==> src/rtl/scoreboard_issue_gate.sv <==
// Decode-to-execute issue gate: holds one instruction until its sources and destination are free on the scoreboard.
// One cycle minimum accept-to-issue, refill in the issue cycle; a hazard or out_ready low holds the entry and drops in_ready.
module scoreboard_issue_gate #(
  parameter int STALL_CNT_WIDTH = 16
) (
  input  logic                       clk,
  input  logic                       reset,
  input  logic                       in_valid,
  output logic                       in_ready,
  input  logic [15:0]                in_ir,
  input  logic [15:0]                in_pc,
  input  logic [2:0]                 in_sr1,
  input  logic [2:0]                 in_sr2,
  input  logic [2:0]                 in_dr,
  input  logic                       in_uses_sr1,
  input  logic                       in_uses_sr2,
  input  logic                       in_writes_dr,
  input  logic [7:0]                 sb_ready,
  output logic                       out_valid,
  input  logic                       out_ready,
  output logic [15:0]                out_ir,
  output logic [15:0]                out_pc,
  output logic [2:0]                 out_dr,
  output logic                       out_writes_dr,
  output logic                       claim,
  output logic [2:0]                 claim_idx,
  input  logic                       flush,
  output logic [STALL_CNT_WIDTH-1:0] stall_count
);

  typedef enum logic {EMPTY = 1'b0, FULL = 1'b1} state_t;

  typedef struct packed {
    logic [15:0] ir;
    logic [15:0] pc;
    logic [2:0]  sr1;
    logic [2:0]  sr2;
    logic [2:0]  dr;
    logic        uses_sr1;
    logic        uses_sr2;
    logic        writes_dr;
  } entry_t;

  localparam logic [STALL_CNT_WIDTH-1:0] CNT_ONE = {{(STALL_CNT_WIDTH-1){1'b0}}, 1'b1};

  state_t                     state;
  state_t                     state_next;
  entry_t                     entry;
  logic                       hazard;
  logic                       issue;
  logic                       accept;
  logic [STALL_CNT_WIDTH-1:0] stall_cnt;

  always_ff @(posedge clk or posedge reset) begin
    if (reset) state <= EMPTY;
    else       state <= state_next;
  end

  // The dr term blocks WAW; a self-dependency is fine because the claim lands only after issue.
  always_comb begin
    state_next = state;
    hazard     = 1'b0;
    out_valid  = 1'b0;
    issue      = 1'b0;
    in_ready   = 1'b0;
    accept     = 1'b0;
    claim      = 1'b0;
    if (state == FULL) begin
      hazard = (entry.uses_sr1  && !sb_ready[entry.sr1]) ||
               (entry.uses_sr2  && !sb_ready[entry.sr2]) ||
               (entry.writes_dr && !sb_ready[entry.dr]);
    end
    out_valid = (state == FULL) && !hazard && !flush;
    issue     = out_valid && out_ready;
    in_ready  = !flush && ((state == EMPTY) || issue);
    accept    = in_valid && in_ready;
    claim     = issue && entry.writes_dr;
    if (flush)       state_next = EMPTY;
    else if (accept) state_next = FULL;
    else if (issue)  state_next = EMPTY;
  end

  always_ff @(posedge clk or posedge reset) begin
    if (reset) begin
      entry <= '0;
    end else if (accept) begin
      entry <= '{ir: in_ir, pc: in_pc, sr1: in_sr1, sr2: in_sr2, dr: in_dr,
                 uses_sr1: in_uses_sr1, uses_sr2: in_uses_sr2, writes_dr: in_writes_dr};
    end
  end

  // Backpressure and flush cycles are not hazard stalls.
  always_ff @(posedge clk or posedge reset) begin
    if (reset) begin
      stall_cnt <= '0;
    end else if ((state == FULL) && hazard && !flush && !(&stall_cnt)) begin
      stall_cnt <= stall_cnt + CNT_ONE;
    end
  end

  assign out_ir        = entry.ir;
  assign out_pc        = entry.pc;
  assign out_dr        = entry.dr;
  assign out_writes_dr = entry.writes_dr;
  assign claim_idx     = entry.dr;
  assign stall_count   = stall_cnt;

endmodule

==> config.mk <==
export PLATFORM = sky130hd
export DESIGN_NAME = scoreboard_issue_gate
export DESIGN_NICKNAME = d
export VERILOG_FILES = /design/src/rtl/scoreboard_issue_gate.sv
export SDC_FILE = /design/constraint.sdc
export NUM_CORES = 1
export LEC_CHECK = 0
export ABC_AREA = 1
export BUFFER_PORTS_ARGS = -buffer_cell sky130_fd_sc_hd__buf_4
export CAP_MARGIN = 0
export CORE_MARGIN = 5
export CORE_UTILIZATION = 55
export CTS_BUF_LIST = sky130_fd_sc_hd__clkbuf_16
export CTS_CLUSTER_SIZE = 8
export DETAILED_ROUTE_END_ITERATION = 8
export GPL_ROUTABILITY_DRIVEN = 0
export GPL_TIMING_DRIVEN = 0
export HOLD_SLACK_MARGIN = 0.06
export PLACE_DENSITY = 0.9
export RECOVER_POWER = 50
export SLEW_MARGIN = 20
export SYNTH_ARGS = -nofsm -noshare
export SYNTH_HDL_FRONTEND = slang
export SYNTH_SLANG_ARGS = --single-unit
==> constraint.sdc <==
create_clock -name clk -period 4.1 [get_ports clk]
set_clock_uncertainty 0.2 [all_clocks]
set_input_delay 0.615 -clock clk [delete_from_list [all_inputs] [get_ports clk]]
set_output_delay 0.615 -clock clk [all_outputs]
set_load 0.1 [all_outputs]
# After elaboration in Yosys (flattened, before gate mapping)
# Index checks and enable logic that the tools add are counted.
classes:
  add_sub_neg: 1
  n_lt_le_gt_ge: 3
  n_mux: 10
  n_bitwise: 1
  n_reduce_logical: 23
op_table:
  columns: ["cell", "count"]
  rows:
  - ["16-bit by 1-bit adder with 16-bit output (second input constant)", 1]
  - ["16-bit AND reduction", 1]
  - ["1-bit logical AND", 12]
  - ["3-bit by 4-bit less-than comparator with 1-bit output (second input constant)", 3]
  - ["1-bit binary-select mux with 3-bit select", 3]
  - ["1-bit 2-to-1 mux", 7]
  - ["1-bit zero test", 6]
  - ["1-bit logical OR", 3]
  - ["3-bit nonzero test", 1]
  - ["1-bit inverter", 1]
word_totals:
  ff_bits: 61
  output_inout_bits: 58
  wordCells: 48

# Logic depth before layout (Yosys ltp)
depth:
  depth_word: 16
  mapped_depth: 13

# Worst setup path before layout
# No wires, ideal clock.
synth_path:
  path_kind: "register to output"
  from: "register entry (netlist bit out_writes_dr)"
  to: "output in_ready"
  arrival_ps: 2695
  setup_slack_ps: 590
  path_stages_with_launch: 6
  path_cell_list: "dfrtp_1 -> nand2_1 -> nor2_1 -> nor2_2 -> nand3_2 -> a21oi_1"
synth_between:
  elab_chain_len: 9
synth_rtl:
  columns: ["item", "line_no", "source"]
  rows:
  - ["from (decl)", "48", "entry_t entry;"]
  - ["from (signal assigned)", "87", "entry <= '{ir: in_ir, pc: in_pc, sr1: in_sr1, sr2: in_sr2, dr: in_dr,"]
  - ["1-bit logical AND", "71", "(entry.writes_dr && !sb_ready[entry.dr]);"]
  - ["1-bit logical OR", "70", "(entry.uses_sr2 && !sb_ready[entry.sr2]) ||"]
  - ["1-bit 2-to-1 mux", "68", "if (state == FULL) begin"]
  - ["1-bit zero test", "73", "out_valid = (state == FULL) && !hazard && !flush;"]
  - ["1-bit logical AND (2 in a row)", "73", null]
  - ["1-bit logical AND", "74", "issue = out_valid && out_ready;"]
  - ["1-bit logical OR", "75", "in_ready = !flush && ((state == EMPTY) || issue);"]
  - ["1-bit logical AND", "75", null]
  - ["to (decl)", "9", "output logic in_ready,"]
# No other way between the ends.

# Worst setup path after layout
layout_path:
  from: "register entry (netlist bit claim_idx[0])"
  to: "output out_valid"
layout_between:
  elab_chain_len: 9
layout_rtl:
  columns: ["item", "line_no", "source"]
  rows:
  - ["1-bit binary-select mux with 3-bit select", "71", null]
  - ["1-bit 2-to-1 mux (not written as such)", "71", null]
  - ["1-bit zero test", "71", null]
  - ["1-bit logical AND", "71", null]
  - ["1-bit logical OR", "70", null]
  - ["1-bit 2-to-1 mux", "68", null]
  - ["1-bit zero test", "73", null]
  - ["1-bit logical AND (2 in a row)", "73", null]
  - ["to (decl)", "19", "output logic out_valid,"]
# No other way between the ends. The select of a mux whose other input is x is not followed.

==> impl_results.md <==
* Post-route cell area at 4530 um^2
* Largest net degree at the start of global routing at 34
* Min Tclk post-route at roughly 3.3 ns
* Violated checks: capacitance limit, slew limit
* Ys flop type: dfrtp_1
* Core area at between 5000 and 6000 um^2
* DP Area at between 4000 and 5000 um^2
* Worst Path Buf+Inv at 4
* FILL cells at around 450
* Highest clock rate at ~300 MHz
* Drt total wl at ~9900 um
* Syn Inst Count at 429
* Mapped cell area at around 3400 um^2
* Total CTS buffers at 9
* Hpwl dp at about 7200 um
* TritonCTS clock tree: done
* TritonRoute pass-1 iters at 4
* Slowest library cell on the worst path: dfrtp_1
* Post-synth cell types at 25
* Vias per Instance at between 5 and 6
* Chip Height at just under 90 um
* Initial Util at between 50% and 60%
* Worst Setup SP: claim_idx[0]$_DFFE_PP0P_
* Wire per inst at ~16 um
* Slew at the pin with the worst max-slew slack at between 1.5 and 2 ns
* Global route total overflow at 0
* FF/Latch Area at 1530 um^2
* WP data arrival at roughly 2.5 ns
* Die area at 7860 um^2
* Average cell area after synthesis at a little under 8 um^2
* Nets at around 610
* Yosys reg bits at slightly above 60
* Most frequent cell after synthesis: nand2_1
* Vias in the first global route at around 3400
* Cells along the critical path: inv_2, nand2_1, nand3_1, nand3b_1, nand2_1, nor2_1, nor2_2, inv_1, buf_1, nor2_1, buf_4
* Count of pins over their slew limit at 34
* DR DRC count at 0
* # IOs at around 120
* NetSw at 0.00124 W
* Later-pin clock latency in the skew report at around 0.32 ns
* Die Wd at 88.7 um
* Async S/R FF share, synth at 100%
* Warnings from Yosys at 0
* CTS Hold Bufs at 0
* Fin. Hold Viols at 0
* Longest Clk Path Bufs at 2
* Outcome: complete, but fails checks
* Port Buf Inserts at between 100 and 150
* CTS Sinks at between 60 and 70
* # placed instances at a little over 600
* Critical path capture point type: primary output
* Worst Setup Path Type: register to primary output
* First-pass GRT wire length at 16100 um
* Initial DRC count at 216
* Comb power frac at approximately 43%
* Critical Path RT at approximately 3.3 ns
* R2r endpoint: stall_count[3]$_DFFE_PP0P_
* Core Rows at 28
* Via count at 3442
* Antenna violations before repair at 0
* Setup violators final at 0
* Critical R2R Launch: claim_idx[0]$_DFFE_PP0P_
* R2R setup slack at 1.80 ns
* Pwr per Cell Area at just under 600 nW/um^2
* Synth top area share at roughly 45%
* Worst Hold Depth at 2
* Hold Path End: out_pc[10]$_DFFE_PP0P_
* EDFF count, synth at 0
* CP top delay family: buffers and inverters
* Fin crit share at 80.1%
* Critical path startpoint category: register
* FF-to-FF path depth at 11
* Max incr delay on CP at ~0.52 ns
* Syn nets at between 400 and 500
* Layout cells sized above 1 at approximately 28%
* Lkg Pwr at 2.35 nW
* N_diodes at 0
* Postcts setup bufs at 0
* CTS root buf: clkbuf_16
* Synth top cells by count: 152 x nand2_1, 61 x dfrtp_1, 47 x nand4_1
* Worst hold margin at 0.272 ns
* Crit path max fanout at 10
* P&R area growth vs syn at 33.0%
* Synth top area cells: dfrtp_1 45%, nand2_1 17%, buf_4 9.3%
* CTS resizes at 0
* Clk pin slew, worst setup/hold paths at roughly 0.06 ns
* Setup TNS at 0 ns
* Setup repair after global routing missed its margin: no
* Worst VDD drop at between 0.3 and 0.4 mV
* Multi-input logic area at about 1400 um^2
* Hold Path Class: register to register
* Clock power share at a little over a quarter
* CTS H-tree depth at 3
* Sequential share of power at 29.2%
* MaxCap Viol Count at 1
* Aggregate global-route resource usage at 26.8%
* Worst rel slew slack at -23.3%
* Hold Startpoint: out_pc[10]$_DFFE_PP0P_
* Post-synth top area cell: dfrtp_1
* Switching Share at between 40% and 50%
* Seq/Total Area, Yosys at 44.8%
* Finished Layout Cells at around 630
* Pint at ~0.0014 W
* Post-route antenna net violation count at 0
==> worst max path at each step <==
stage | cells past startpoint | endpoint | slack [ns]
3_3_place_gp | 2 | out_pc[0]$_DFFE_PP0P_ | 1.04
6_report | 11 | out_valid | 0.82
5_1_grt | 3 | entry[6]$_DFFE_PP0P_ | 0.54
3_5_place_dp | 11 | out_valid | 1.09
2_1_floorplan | 5 | in_ready | 0.59
4_1_cts | 11 | out_valid | 0.85
==> sequential cells by signal (all words and copies together), names as in the netlist <==
| name | count |
|---|---|
| claim_idx | 3 |
| entry | 8 |
| out_ir | 16 |
| out_pc | 16 |
| out_writes_dr | 1 |
| stall_count | 16 |
| state | 1 |
==> cell families after synthesis <==
| logic type | synth area share [%] |
|---|---|
| compound gates | 1.32 |
| xor+xnor | 3.60 |
| fa+ha+maj | 0.367 |
| buf+inv | 15.1 |
| flops | 44.8 |
| simple gates | 34.8 |
==> through the flow <==
step / util [%] / setup WS (ns) / power, W
floorplan: - / 0.590 / 0.00171
global placement: 73.0 / 1.04 / 0.00194
detailed placement: 73.4 / 1.09 / 0.00197
CTS: 78.1 / 0.847 / 0.00270
global route: 76.0 / 0.540 / 0.00276
finish: 76.0 / 0.815 / 0.00266
==> tightest hold or removal path, stage by stage (launching register included) <==
cell and delay [ns]:
dfrtp_1 0.34, nand2_1 0.05, nand2_1 0.05
==> cell type report <==
cell class / count / area share (%)
sequential: 61 / 33.7
multi-input combinational: 282 / 30.2
timing repair buffer: 114 / 16.4
buffer: 58 / 9.01
clock buffer: 9 / 4.98
inverter: 28 / 2.35
tap: 75 / 2.07
clock inverter: 7 / 1.30
==> power by group through the flow <==
| stage | Clock [W] | Combinational (W) | Sequential [W] |
|---|---|---|---|
| global placement | 0 | 0.00116 | 0.000778 |
| global route | 0.000762 | 0.00121 | 0.000788 |
| floorplan | 0 | 0.000803 | 0.000903 |
| detailed placement | 0 | 0.00119 | 0.000782 |
| CTS | 0.000730 | 0.00120 | 0.000775 |
| finish | 0.000729 | 0.00116 | 0.000777 |
==> cells in the final DEF (no fill, tap or decap), types with 5 or more instances in the layout <==
master | netlist | layout
nand2_1 | 152 | 152
buf_4 | 42 | 125
dfrtp_1 | 61 | 61
nand4_1 | 47 | 47
clkbuf_1 | 9 | 39
nand3_1 | 33 | 33
inv_1 | 24 | 25
nor2_1 | 9 | 9
clkbuf_16 | 0 | 9
xor2_1 | 8 | 8
nor3_1 | 7 | 7
xnor2_1 | 6 | 6
a21oi_1 | 5 | 5
==> layer usage <==
layer	track usage, %	up-vias	wire (um)
met4	12.9	0	357
li1	-	1624	-
met1	30.4	1598	3620
met2	46.4	179	5070
met5	0	-	0
met3	7.26	41	838
Power figures use the tool's default switching activity.
